File: config.mk
export PLATFORM = sky130hd
export DESIGN_NAME = tdm_demux18
export DESIGN_NICKNAME = d
export VERILOG_FILES = /design/src/rtl/tdm_demux18.sv
export SDC_FILE = /design/constraint.sdc
export NUM_CORES = 1
export LEC_CHECK = 0
export BUFFER_PORTS_ARGS = -buffer_cell sky130_fd_sc_hd__buf_4
export CAP_MARGIN = 15
export CORE_UTILIZATION = 45
export CTS_CLUSTER_DIAMETER = 100
export DETAILED_ROUTE_END_ITERATION = 12
export PLACE_DENSITY = 0.71
export SLEW_MARGIN = 20
export SYNTH_ARGS = -nofsm -noshare
export SYNTH_HDL_FRONTEND = slang
export SYNTH_SLANG_ARGS = --single-unit
File: constraint.sdc
create_clock -name clk -period 1.6 [get_ports clk]
set_input_delay 0.32 -clock clk [delete_from_list [all_inputs] [get_ports clk]]
set_output_delay 0.32 -clock clk [all_outputs]
set_load 0.005 [all_outputs]
File: src/rtl/tdm_demux18.sv
// Time-division 1:8 demultiplexer: steers sync-framed WIDTH-bit slots into eight lanes
// and presents each completed frame as one registered parallel word.
module tdm_demux18 #(
    parameter int unsigned WIDTH = 1
) (
    input  logic               clk,
    input  logic               rst,
    input  logic [WIDTH-1:0]   din,
    input  logic               din_valid,
    input  logic               sync_in,
    output logic [8*WIDTH-1:0] dout,
    output logic               dout_valid,
    output logic [2:0]         slot,
    output logic               busy,
    output logic               frame_err
);

    typedef enum logic [0:0] {StIdle, StCollect} state_e;

    state_e           state_q;
    logic [WIDTH-1:0] shadow_q [8];

    always_ff @(posedge clk) begin
        if (rst) begin
            state_q    <= StIdle;
            slot       <= 3'd0;
            dout       <= '0;
            dout_valid <= 1'b0;
            frame_err  <= 1'b0;
            for (int k = 0; k < 8; k++) begin
                shadow_q[k] <= '0;
            end
        end else begin
            dout_valid <= 1'b0;
            frame_err  <= 1'b0;
            if (din_valid) begin
                unique case (state_q)
                    StIdle: begin
                        if (sync_in) begin
                            shadow_q[0] <= din;
                            slot        <= 3'd1;
                            state_q     <= StCollect;
                        end else begin
                            frame_err <= 1'b1;
                        end
                    end
                    StCollect: begin
                        if (sync_in) begin
                            // Early sync: restart the frame from this beat.
                            frame_err   <= 1'b1;
                            shadow_q[0] <= din;
                            slot        <= 3'd1;
                        end else begin
                            shadow_q[slot] <= din;
                            if (slot == 3'd7) begin
                                for (int k = 0; k < 7; k++) begin
                                    dout[k*WIDTH +: WIDTH] <= shadow_q[k];
                                end
                                dout[7*WIDTH +: WIDTH] <= din;
                                dout_valid             <= 1'b1;
                                slot                   <= 3'd0;
                                state_q                <= StIdle;
                            end else begin
                                slot <= slot + 3'd1;
                            end
                        end
                    end
                    default: state_q <= StIdle;
                endcase
            end
        end
    end

    assign busy = (state_q == StCollect);

endmodule

* Word level (Yosys, flattened, before mapping) *
Memories as Yosys holds them, arrays and structs flattened. A register that Yosys moved wholly into a read port is not among the register bits.
Index checks and enable logic that the tools add are counted.

operators by class
  add/subtract/negate cells = 1
  eq/ne operators = 2
  muxes and demuxes = 30
  bitwise logic cells = 5
  reductions and logical operators = 5

operator list
  cell                 count
  $mux 1               23
  $mux 3               4
  $pmux 3 s2           1
  $pmux 1 s2           2
  $reduce_and 4->1     1
  $reduce_or 4->1      1
  $add 3x1->3 const B  1
  $eq 3x3->1 const B   1
  $not 1->1            3
  $ne 2x2->1 const B   1
  $or 1x1->1           2
  $reduce_and 2->1     1
  $reduce_or 2->1      1
  $reduce_or 1->1      1

word-level totals
  register bits after elaboration = 14
  RAM bits = 8
  bits of input ports = 5
  output and inout port bits = 14
  word-level logic and storage cells = 49
  memories = 1

memory list
  name      words  width  rd ports  clocked after memory_dff  write ports  line  text
  shadow_q  8      1      7         7                         8            21    logic [WIDTH-1:0] shadow_q [8];

* Longest topological paths before layout *
  depth after elaboration = 8
  gate-level depth with buffers = 5
  depth with buffers taken out = 4

* Worst setup path before layout *
OpenSTA, ideal clock, no wires.

  kind = register to register
  from = register slot[1]
  to = register slot[2]
  library setup time = 72 ps
  arrival time = 1399 ps
  required time = 1528 ps
  setup slack = 130 ps
  stages on the path, launching flop included = 5
  path buffers = 0
  period minus slack after synthesis = 1470 ps
  path through = dfxtp_1 -> ha_1 -> ha_1 -> or4bb_1 -> mux2i_1

on the way
  word-level cells in the longest chain between the ends = 4
  elaborated cells between the ends (all ways) = 5
  classes of those cells = 1 x add/sub; 1 x eq/ne; 3 x mux

RTL lines
  item                                              line    text
  start: declaration                                13      output logic [2:0] slot,
  start signal: assignment                          64      slot <= slot + 3'd1;
  $add 3x1->3 / $eq 3x3->1 (equally long branches)  64, 55
  $mux 3 *                                          55      if (slot == 3'd7) begin
  $mux 3 *                                          48      if (sync_in) begin
  $pmux 3 s2 *                                      37      unique case (state_q)

Mark *: on every way between the ends. The rest lies on a longest branch, timed or not.
A chain may end at the register's enable or synchronous reset.

* Worst setup path after layout *
  from = register slot[1]
  to = register dout[2] (read register of shadow_q)

on the way
  word-level cells in the longest chain between the ends = 2

RTL lines
  item                        line  text
  $eq 3x3->1                  55
  $reduce_and 4->1 (no line)  --
  end: declaration            11    output logic [8*WIDTH-1:0] dout,

Every way passes these cells.

==> impl_results.md <==
* Setup Fix Bufs, Post-CTS at 0
* YS warnings at 0
* Final Setup Violations at 0
* Hold crit path type: input port to register
* CTS tree: yes
* Critical Path RT at between 1500 and 2000 ps
* Final TNS setup at 0 ps
* Crit. End Element: register
* Metal2 WL at 1010 um
* Area leader, netlist: dfxtp_1
* Post-DP HPWL at between 1000 and 1500 um
* Detailed Route WL at 1955 um
* Min Tclk post-route at 1499 ps
* Row count at 17
* Setup slack, reg-to-reg at 100 ps
* VDD IR-drop max at 314.2 uV
* Hold Fails Final Rpt at 0
* Global-route wire length before repair at 3291 um
* WP data arrival at 1730 ps
* Antenna Nets Post-Route at 0
* Clock share of power at between 20% and 30%
* Vias per inst at 5.269
* WS Path Type: register to register
* Int Pwr at around 710 uW
* Yosys cell types at 33
* Area Growth Syn to Fin at 19.27%
* Cts hold-fix bufs at 0
* I/O Pins at 19
* Mapped Cells at 107
* Power Density at ~700 mW/mm^2
* Post-layout nets at 140
* Placer Congestion at 0.7736
* Pre-Repair DR Iteration Count at 6
* CP Launch Type: register
* Combinational power share at 11.3%
* Leakage at a little over 0.0005 uW
* Syn Nets at 118
* Synth area leaders: dfxtp_1, edfxtp_1, nand2b_1
* Met1 WL at 839 um
* Clk Latency, worst-skew pair at 300 ps
* Synth top area share at between 20% and 30%
* Max Slew Vio Count at 0
* Die Height at 51.52 um
* Max_slew headroom at 81.82%
* Initial antenna violation count at 0
* Clock skew at 6.711 ps
* Port Buffer Count at 18
* Top layer in use: met4
* Synth Area per Inst at 10.31 sq um
* Layout cells sized above 1 at ~24%
* Register bit count reported by yosys at 21
* Fmax at 0.6672 GHz
* Die width at between 50 and 60 um
* Die Area at approximately 0.0027 sq mm
* Clock sinks at 21
* Number of global-route vias before repair at approximately 800
* Pin count of the biggest net entering global routing at 26
* Core area at 0.002255 sq mm
* Clk buf depth at 2
* Total GRT Usage at 16.77%
* Synthesized area at 0.001104 sq mm
* P_sw at 214.8 uW
* Reg area at 490.5 sq um
* Residual DRC at 0
* Fill cells at between 200 and 250
* Total gr overflow at 0
* Hold slack at 298.7 ps
* Sequential share of power at 61.4%
* Max-cap violations at 0
* Ant diodes at 0
* DR WL/cell at ~13 um
* CTS clock-pin slew for the worst setup and hold paths at approximately 120 ps
* Critical path fanouts, max at 9
* Sequential fraction of the synthesis area at 44.44%
* Outcome: finished clean
* Switching Share at 23.21%
* Vias at 822
* Met3 Wirelength at 65 um
* H-tree depth at 1
* Initial DRC count at 14
* CTS resizes at 0
* Worst-Margin Slew at ~270 ps
* Initial Util at between 40% and 50%
* Total CTS buffers at 3
* RSZ-0062 raised after global routing: no
* Fraction of the cycle the final worst path needs at 93.68%
* Clk root buf: clkbuf_4
* Footprint of the multi-input gates at approximately 560 sq um
stage by stage:
step	power (uW)	cells	utilization, %	worst slack (ps)	area, sq um
floorplan	650.5	107	-	129.7	1104
finish	925.5	156	58.38	101.2	1316
global route	964.5	156	58.38	23.53	1316
detailed placement	686.1	152	57.21	105.6	1290
global placement	683.0	152	57.21	152.3	1290
CTS	937.3	156	58.38	78.28	1316
layer usage:
| layer | vias up | track usage [%] |
|---|---|---|
| met5 | - | 0 |
| met4 | 0 | 9.009 |
| met3 | 4 | 3.216 |
| met2 | 20 | 30.74 |
| met1 | 380 | 17.90 |
| li1 | 418 | - |
worst max-delay path, cell delays in order (launching register included):
cell and delay [ps]:
dfxtp_1 440, ha_1 180, ha_1 210, and4b_1 270, buf_12 150, mux2i_1 190
power groups by stage:
stage               registers (uW)  clock network, uW  logic, uW
global route                   571                276        118
global placement               580                  0        103
floorplan                      582                  0       69.0
detailed placement             581                  0        105
finish                         569                252        105
CTS                            569                263        106
sequential cells by signal, summed over array words and instances (netlist names):
signal      cells
slot            3
frame_err       1
dout_valid      1
shadow_q        7
busy            1
dout            8
cells in the mapped netlist:
library cell  count
nand2b_1         21
dfxtp_1          14
mux2i_1           9
edfxtp_1          7
ha_1              6
inv_1             6
o21ai_0           5
nand2_1           3
nor2_1            3
nor3_1            3
nor4_1            3
buf_2             2
clkbuf_1          2
nand3_1           2
nand4bb_1         2
o31ai_1           2
a21bo_2           1
a21oi_1           1
and2_1            1
and4b_1           1
buf_6             1
clkbuf_2          1
nand3b_1          1
nand4b_1          1
nor2b_1           1
o211ai_2          1
o221a_2           1
o22ai_1           1
o32ai_1           1
or2b_1            1
or3b_2            1
or4_4             1
or4bb_1           1
cells by family after synthesis:
group	Yosys count	synth area share [%]
simple gates	46	26.99
fa+ha+maj	6	6.803
flops	21	44.44
compound gates	13	8.502
mux	9	8.164
buf+inv	12	5.102
final cells by class:
| class | instances | area share [%] |
|---|---|---|
| Clock buffer | 4 | 1.996 |
| Inverter | 6 | 1.711 |
| Multi-Input combinational cell | 74 | 42.30 |
| Sequential cell | 21 | 37.26 |
| Tap cell | 28 | 2.662 |
| Timing Repair Buffer | 23 | 14.07 |
worst paths after layout:
check        startpoint  cells past startpoint  endpoint
min reg2reg     dout[0]                      2   dout[0]
max             slot[1]                      5   dout[2]
max reg2reg     slot[1]                      5   dout[2]
min                 din                      3   dout[7]
layout by cell type, fill, tap and decap left out, drive strengths merged, types with 2 or more instances in the layout:
master,count
nor2,3
nor4,3
nand3,2
nor3,3
nand2b,21
edfxtp,7
nand2,3
inv,6
buf,23
mux2i,9
nand4bb,2
o21ai,5
o31ai,2
dfxtp,14
ha,6
clkbuf,4
(Power assumes the default switching activity.)
